[src/rtl/load_writeback_unit.sv]
// rtl/load_writeback_unit.sv - single-outstanding load initiator writing extracted data to the register file
module load_writeback_unit #(
    parameter int ADDR_WIDTH = 5,
    parameter int DATA_WIDTH = 32
) (
    input  logic                  clk,
    input  logic                  rst,
    input  logic                  req_valid,
    output logic                  req_ready,
    input  logic [31:0]           req_addr,
    input  logic [ADDR_WIDTH-1:0] req_rd,
    input  logic [2:0]            req_funct3,
    output logic                  mem_arvalid,
    input  logic                  mem_arready,
    output logic [31:0]           mem_araddr,
    input  logic                  mem_rvalid,
    output logic                  mem_rready,
    input  logic [DATA_WIDTH-1:0] mem_rdata,
    input  logic                  mem_rerr,
    output logic                  rf_wen,
    output logic [ADDR_WIDTH-1:0] rf_waddr,
    output logic [DATA_WIDTH-1:0] rf_wdata,
    output logic                  done,
    output logic                  err
);

    localparam logic [2:0] F3_LB  = 3'd0;
    localparam logic [2:0] F3_LH  = 3'd1;
    localparam logic [2:0] F3_LW  = 3'd2;
    localparam logic [2:0] F3_LBU = 3'd4;
    localparam logic [2:0] F3_LHU = 3'd5;

    typedef enum logic [2:0] {
        S_IDLE = 3'd0,
        S_ADDR = 3'd1,
        S_DATA = 3'd2,
        S_WB   = 3'd3,
        S_ERR  = 3'd4
    } state_t;

    state_t                  r_state;
    state_t                  w_next_state;
    logic [31:0]             r_addr;
    logic [ADDR_WIDTH-1:0]   r_rd;
    logic [2:0]              r_funct3;
    logic [DATA_WIDTH-1:0]   r_value;

    logic                    w_accept;
    logic                    w_illegal;
    logic                    w_beat;
    logic [7:0]              w_byte;
    logic [15:0]             w_half;
    logic [DATA_WIDTH-1:0]   w_extracted;

    assign w_accept = (r_state == S_IDLE) && req_valid;
    assign w_beat   = (r_state == S_DATA) && mem_rvalid;

    // Classify the incoming request: unknown opcodes and misaligned halves/words never reach memory
    always_comb begin
        w_illegal = 1'b0;
        case (req_funct3)
            F3_LB, F3_LBU: w_illegal = 1'b0;
            F3_LH, F3_LHU: w_illegal = req_addr[0];
            F3_LW:         w_illegal = (req_addr[1:0] != 2'b00);
            default:       w_illegal = 1'b1;
        endcase
    end

    // Select the addressed byte and half-word lanes of the returned word
    always_comb begin
        w_byte = 8'h00;
        w_half = 16'h0000;
        case (r_addr[1:0])
            2'd0:    w_byte = mem_rdata[7:0];
            2'd1:    w_byte = mem_rdata[15:8];
            2'd2:    w_byte = mem_rdata[23:16];
            default: w_byte = mem_rdata[31:24];
        endcase
        if (r_addr[1]) begin
            w_half = mem_rdata[31:16];
        end else begin
            w_half = mem_rdata[15:0];
        end
    end

    // Extend the selected lane according to the captured load type
    always_comb begin
        w_extracted = '0;
        case (r_funct3)
            F3_LB:   w_extracted = {{(DATA_WIDTH-8){w_byte[7]}}, w_byte};
            F3_LBU:  w_extracted = {{(DATA_WIDTH-8){1'b0}}, w_byte};
            F3_LH:   w_extracted = {{(DATA_WIDTH-16){w_half[15]}}, w_half};
            F3_LHU:  w_extracted = {{(DATA_WIDTH-16){1'b0}}, w_half};
            default: w_extracted = mem_rdata;
        endcase
    end

    // State register; reset aborts any load in flight without a register write
    always_ff @(posedge clk or posedge rst) begin
        if (rst) begin
            r_state <= S_IDLE;
        end else begin
            r_state <= w_next_state;
        end
    end

    // Capture the request at acceptance and the extracted value on a clean read beat
    always_ff @(posedge clk or posedge rst) begin
        if (rst) begin
            r_addr   <= '0;
            r_rd     <= '0;
            r_funct3 <= '0;
            r_value  <= '0;
        end else begin
            if (w_accept) begin
                r_addr   <= req_addr;
                r_rd     <= req_rd;
                r_funct3 <= req_funct3;
            end
            if (w_beat && !mem_rerr) begin
                r_value <= w_extracted;
            end
        end
    end

    // Next-state logic and Moore outputs; nothing below depends combinationally on the memory inputs
    always_comb begin
        w_next_state = r_state;
        req_ready    = 1'b0;
        mem_arvalid  = 1'b0;
        mem_araddr   = 32'h0;
        mem_rready   = 1'b0;
        rf_wen       = 1'b0;
        rf_waddr     = '0;
        rf_wdata     = '0;
        done         = 1'b0;
        err          = 1'b0;
        case (r_state)
            S_IDLE: begin
                req_ready = 1'b1;
                if (req_valid) begin
                    w_next_state = w_illegal ? S_ERR : S_ADDR;
                end
            end
            S_ADDR: begin
                mem_arvalid = 1'b1;
                mem_araddr  = {r_addr[31:2], 2'b00};
                if (mem_arready) begin
                    w_next_state = S_DATA;
                end
            end
            S_DATA: begin
                mem_rready = 1'b1;
                if (mem_rvalid) begin
                    w_next_state = mem_rerr ? S_ERR : S_WB;
                end
            end
            S_WB: begin
                done = 1'b1;
                if (r_rd != '0) begin
                    rf_wen   = 1'b1;
                    rf_waddr = r_rd;
                    rf_wdata = r_value;
                end
                w_next_state = S_IDLE;
            end
            S_ERR: begin
                done         = 1'b1;
                err          = 1'b1;
                w_next_state = S_IDLE;
            end
            default: begin
                w_next_state = S_IDLE;
            end
        endcase
    end

endmodule

[config.mk]
export PLATFORM = sky130hd
export DESIGN_NAME = load_writeback_unit
export DESIGN_NICKNAME = d
export VERILOG_FILES = /design/src/rtl/load_writeback_unit.sv
export SDC_FILE = /design/constraint.sdc
export NUM_CORES = 1
export LEC_CHECK = 0
export ABC_AREA = 1
export BUFFER_PORTS_ARGS = -buffer_cell sky130_fd_sc_hd__buf_2
export CAP_MARGIN = 20
export CORE_ASPECT_RATIO = 1.75
export CORE_UTILIZATION = 44
export DETAILED_ROUTE_END_ITERATION = 8
export PLACE_DENSITY = 0.72
export SETUP_SLACK_MARGIN = 0.3
export SLEW_MARGIN = 20
export SYNTH_ARGS = -nofsm -noshare
export SYNTH_HDL_FRONTEND = slang
export SYNTH_SLANG_ARGS = --single-unit
[constraint.sdc]
create_clock -name clk -period 3.1 [get_ports clk]
set_clock_uncertainty 0.05 [all_clocks]
set_input_delay 0.31 -clock clk [delete_from_list [all_inputs] [get_ports clk]]
set_output_delay 0.31 -clock clk [all_outputs]
set_load 0.02 [all_outputs]
==> results of run 1 <==
[cell usage after synthesis]
cell type / number / area share
clkbuf_1: 4 / 0.0036
buf_4: 5 / 0.0091
or2_2: 2 / 0.0030
a22oi_1: 1 / 0.0018
buf_1: 3 / 0.0027
o21ai_2: 1 / 0.0021
clkinv_1: 1 / 0.00091
nand2_1: 94 / 0.085
nor2_4: 2 / 0.0055
nor2_1: 114 / 0.10
conb_1: 1 / 0.00091
o21a_1: 1 / 0.0018
nand2_4: 1 / 0.0027
nand3_1: 17 / 0.021
inv_1: 94 / 0.085
a21boi_2: 10 / 0.027
buf_6: 4 / 0.011
nand2_2: 2 / 0.0030
nor3_1: 3 / 0.0036
nor3_2: 1 / 0.0024
o21ai_0: 21 / 0.025
a21boi_1: 10 / 0.018
nand3_2: 1 / 0.0024
inv_2: 1 / 0.00091
nand4_1: 2 / 0.0030
clkinv_4: 1 / 0.0021
o211ai_1: 3 / 0.0055
inv_4: 1 / 0.0015
buf_2: 15 / 0.018
o21ai_1: 5 / 0.0061
dfrtp_1: 75 / 0.45
a21oi_1: 71 / 0.086
[per-stage QoR]
step | instance area (um^2) | power, mW | hold WS (ns) | std cells
after floorplan | 4135 | 3.244 | 0.3988 | 568
after global placement | 4910 | 3.708 | 0.3966 | 813
after detailed placement | 4910 | 3.770 | 0.4024 | 813
after CTS | 5286 | 5.097 | 0.04997 | 829
after global routing | 5286 | 5.463 | 0.09350 | 829
final | 5286 | 5.055 | 0.03837 | 829
[final cells by class]
cell class / count / area [um^2] / share of cell area
flip-flops and latches: 75 / 1877 / 0.3550
multi-input cells: 364 / 1699 / 0.3214
repair buffers: 156 / 808.3 / 0.1529
inverters: 98 / 375.4 / 0.07101
clock buffers: 12 / 256.5 / 0.04852
well taps: 120 / 150.1 / 0.02840
clock inverters: 4 / 120.1 / 0.02272
[cell usage in the layout (no fill, tap or decap)]
cell type and n:
o21ai_2 1, clkinv_1 1, nor3_1 3, o21a_1 1
clkbuf_16 9, buf_2 150, nor2_1 114, or2_2 2
buf_12 1, clkinv_4 1, inv_4 1, nor3_2 1
a21oi_1 71, nand2_1 94, a21boi_2 10, o211ai_1 3
a22oi_1 1, nand2_4 1, clkbuf_1 1, o21ai_1 5
inv_2 2, nand4_1 2, dfrtp_1 75, nand3_1 17
bufinv_16 4, clkbuf_8 2, a21boi_1 10, conb_1 2
buf_4 5, nand3_2 1, inv_1 93, o21ai_0 21
nand2_2 2, nor2_4 2
[per-layer routing]
layer	track usage	share of wire	up-vias
li1	-	-	2015
met1	0.2383	0.38	1800
met2	0.3937	0.53	172
met3	0.05097	0.062	20
met4	0.1155	0.029	0
met5	0	0	-
[worst max-delay path, stage by stage (launching register included)]
cell and delay [ns]:
dfrtp_1 0.44, nor3_2 0.28, inv_1 0.44, nor2_1 0.22, buf_2 0.20
[worst paths after layout]
kind	start	endpoint	depth (start not counted)
max	r_state[2]$_DFFE_PP0P_	mem_araddr[3]	4
min reg2reg	r_value[12]$_DFFE_PP0P_	r_value[12]$_DFFE_PP0P_	2
max in group asynchronous	rst	r_rd[0]$_DFFE_PP0P_	3
max reg2reg	r_addr[1]$_DFFE_PP0P_	r_value[26]$_DFFE_PP0P_	7
min in group clk	req_addr[23]	r_addr[23]$_DFFE_PP0P_	3
min	rst	r_addr[22]$_DFFE_PP0P_	2
[cell families (layout without fill, tap and decap cells)]
| kind of cell | after synthesis | count (layout) |
|---|---|---|
| simple gates | 239 | 239 |
| buf+inv | 129 | 270 |
| compound gates | 123 | 123 |
| other cells | 1 | 2 |
| flops | 75 | 75 |
[flip-flops by register name, summed over array words and instances (netlist names)]
register  flops
r_addr       32
r_funct3      3
r_rd          5
r_state       3
r_value      32
[report_power, final]
part | switching (mW) | total (mW) | internal [mW]
sequential | 0.215 | 1.65 | 1.43
combinational | 1.40 | 2.11 | 0.711
clock | 0.383 | 1.29 | 0.912
==> impl_metrics.yaml, run 1 <==
global_route:
  antenna_found_initial: 0
  grt_usage: 0.2216
  grt_pass1_wl_um: 16380
  grt_pass1_vias: 3673
  grt_max_degree: 61
  grt-ovfl-total: 0
final_layout:
  drive_gt1_frac: 0.2750
  antennaDiodeCount: 0
  syn_to_final_growth_pct: 27.95
  layout.nets: 782
  num-fill-cells: 884
  fin_util: 0.5813
worst_setup_path:
  start_kind: "flip-flop"
  cp_max_fo: 30
  rrSetupSlack_ns: 1.32
  cp_data_required_time_ns: 2.74
  critPathKind: "reg2out"
  setup.worst_path.end_class: "output pin"
  crit_arrival_ns: 1.90
floorplanning:
  fp-row-count: 46
  dieArea_mm2: 0.009796
  start_util: 0.4543
  die_width_um: 75.25
  die_y_um: 130.2
  coreArea_mm2: 0.009094
  pin_count: 153
sta:
  fmax_mhz: 442.1
  rsz0062_at_grt: "false"
  finalSetupTns_ns: 0
  drv_slew: 0
  fin_crit_sh: 0.7297
  hold_viol_final: 0
  relSlewSlack: 0.4101
  period_needed_ns: 2.262
  layout_setup_ws_ns: 0.8378
  setup_viol: 0
  tightest_slew_ns: 0.8839
clock_network:
  cts.clk_slew.worst_paths_ns: 0.05
  htree_levels: 3
  cts_resized: 0
  cts.path.max_buffers: 2
  clock_latency_ns: 0.33
  numCtsBuffers: 9
  clock-root-buffer: "clkbuf_16"
  cts_hold_buf: 0
  cts_tree: "built"
  post_cts_buffers: 0
  clkSinkCount: 75
drt:
  wl_per_cell_um: 12.66
  wirelength_um: 10500
  drtIter0Drc: 235
  firstDrtPassIters: 5
  vias_per_cell: 4.834
  postRouteAntennaNets: 0
  drcViolationCount: 0
  dr_total_vias: 4007
hold_path:
  holdCritPathClass: "in2async"
synthesis:
  syn_avg_cell_area_um2: 7.287
  synth_xor_area_frac: 0
  yosysWarnings: 0
  synth_top_family_by_area: "simple AND/OR/NAND/NOR gates"
  synthAdderAreaFrac: 0
  ys_ff_latch: 75
  yosysUniqueCellTypes: 32
  syn_area_mm2: 0.004131
  netlist_instances: 567
  synth_compound_gate_area_share: 0.1741
  synth-seq-area-share: 0.4543
  synthMuxAreaShare: 0
  synth-simple-area-share: 0.2353
run_status:
  status: "completed"
pwr:
  irDropWorstVdd_v: 0.0005760
  power_density_mw_per_mm2: 956.3
  power_leakage_nw: 3.161
flow_run:
  maxCapViolCount: 0
place:
  gp_congestion: 0.9247
  portBuffers: 150
  dp_hpwl_um: 7908
  place_ws_ns: 1.180
Note: power is estimated with default switching activity, not from simulation.
==> run 2, diff against run 1 <==
Clock period 3.1 ns to 2.2 ns, I/O delays scaled along.
==> run 2 against run 1 <==
  * Clock-buffer cell count stayed put
  * Combinational power grew 88%
  * Sequential share of layout area shrank 5.4 points
  * Critical path type unchanged
  * Via count is 9.7% higher
  * Largest power group unchanged
  * Die area unchanged
  * Critical path depth increased by 2
  * Highest routed layer unchanged
  * Cell area is 18% higher
==> impl_metrics.yaml, run 2 (same netlist as run 1, synthesis figures left out) <==
sta:
  whs_ns: 0.08188
  rsz0062_at_grt: "true"
  drv_slew: 0
  setup_viol: 0
  tightest_slew_ns: 0.7128
  hold_viol_final: 0
  fmax_mhz: 512.3
  fin_crit_sh: 0.8873
  period_needed_ns: 1.952
  finalSetupTns_ns: 0
  relSlewSlack: 0.5238
clock_network:
  numCtsBuffers: 9
  cts.path.max_buffers: 2
  clock_latency_ns: 0.33
  htree_levels: 3
  cts.clk_slew.worst_paths_ns: 0.06
  clock-root-buffer: "clkbuf_16"
  clkSinkCount: 75
  cts_tree: "built"
worst_setup_path:
  crit_start: "r_state[2]$_DFFE_PP0P_"
  r2r_start: "r_state[2]$_DFFE_PP0P_"
  crit_arrival_ns: 1.68
  crit_end: "mem_araddr[3]"
  cp_max_fo: 8
  critPathKind: "reg2out"
  rrSetupSlack_ns: 0.34
  worstReg2RegEnd: "r_value[30]$_DFFE_PP0P_"
  cp_data_required_time_ns: 1.93
  reg2reg_depth: 9
  setup.worst_path.end_class: "output pin"
  start_kind: "flip-flop"
final_layout:
  largestRegisters: "r_addr: 32 flops, r_value: 32 flops, r_rd: 5 flops"
  syn_to_final_growth_pct: 51.30
  antennaDiodeCount: 0
  layout.nets: 805
  final_common_cell: "nand2_1"
  layout_common_cells: "nand2_1 (93), inv_1 (89), buf_2 (87), dfrtp_1 (71), a21oi_1 (68)"
  drive_gt1_frac: 0.3921
place:
  portBuffers: 150
  dp_hpwl_um: 8099
  gp_congestion: 0.8998
floorplanning:
  fp-row-count: 46
  die_y_um: 130.2
  start_util: 0.4543
  die_width_um: 75.25
  pin_count: 153
  coreArea_mm2: 0.009094
  dieArea_mm2: 0.009796
drt:
  drcViolationCount: 0
  dr_total_vias: 4396
  postRouteAntennaNets: 0
  vias_per_cell: 5.160
  firstDrtPassIters: 5
  wl_per_cell_um: 15.59
  drtIter0Drc: 335
  wirelength_um: 13280
pwr:
  irDropWorstVdd_v: 0.0008376
  power_leakage_nw: 3.297
  power_density_mw_per_mm2: 1250
global_route:
  use_met1: 0.2435
  grtUsageMet2: 0.4096
  grt_busiest_layer: "met2"
  antenna_found_initial: 0
  grt-ovfl-total: 0
  grt_pass1_wl_um: 16990
  grt_max_degree: 81
  grt_util_met3: 0.05405
  grt_pass1_vias: 3833
  grt_usage: 0.2314
flow_run:
  maxCapViolCount: 0
run_status:
  status: "completed"
hold_path:
  holdCritPathClass: "in2reg"
## run 2: stage by stage
step,instances,util,power [mW],area (um^2),setup WS (ns)
2_1_floorplan,568,-,4.571,4139,0.4416
3_3_place_gp,814,0.5425,5.229,4933,0.3863
3_5_place_dp,814,0.5425,5.350,4933,0.3303
4_1_cts,838,0.5857,6.952,5326,0.2960
5_1_grt,852,0.6874,8.316,6251,0.1760
6_report,852,0.6874,7.812,6251,0.2480
## run 2: critical path, stage by stage (launching register included)
cell and delay (ns):
dfrtp_2 0.45, nor3_4 0.23, buf_6 0.15, clkinvlp_4 0.12
buf_12 0.17, nor2_2 0.08, buf_4 0.14
## run 2: layout make-up
class	count	area (um^2)
fillers	714	2843
multi-input cells	366	2118
flip-flops and latches	75	1882
repair buffers	176	1410
inverters	98	386.6
clock buffers	12	246.5
well taps	120	150.1
clock inverters	4	50.05
repair inverters	1	7.507
## run 2: worst min path at each step
stage	from	to	cells past startpoint
3_3_place_gp	rst	r_value[24]$_DFFE_PP0P_	2
6_report	req_addr[17]	r_addr[17]$_DFFE_PP0P_	3
4_1_cts	req_addr[6]	r_addr[6]$_DFFE_PP0P_	3
3_5_place_dp	rst	r_value[31]$_DFFE_PP0P_	2
2_1_floorplan	req_funct3[1]	r_funct3[1]$_DFFE_PP0P_	2
5_1_grt	req_addr[27]	r_addr[27]$_DFFE_PP0P_	3
## run 2: where the power goes
group	total (mW)	switching (mW)	internal [mW]	leakage, nW
Combinational	3.96	2.49	1.47	2.32
Clock	1.47	0.562	0.908	0.139
Sequential	2.38	0.357	2.03	0.841
## run 2: layer usage
metal / routed length, um / up-vias
met5: 0 / -
met1: 4702 / 2013
met4: 517 / 0
met2: 7020 / 279
met3: 1042 / 42
li1: - / 2062
## run 2: timing repair
action / in CTS / in global routing
endpoints found under the setup margin: 63 / 80
setup buffers: 6 / 8
pin swaps: 1 / 7
hold endpoints to repair: 27 / 0
resized for setup: 11 / 226
hold buffers: 1 / 0
gates cloned: 1 / 6
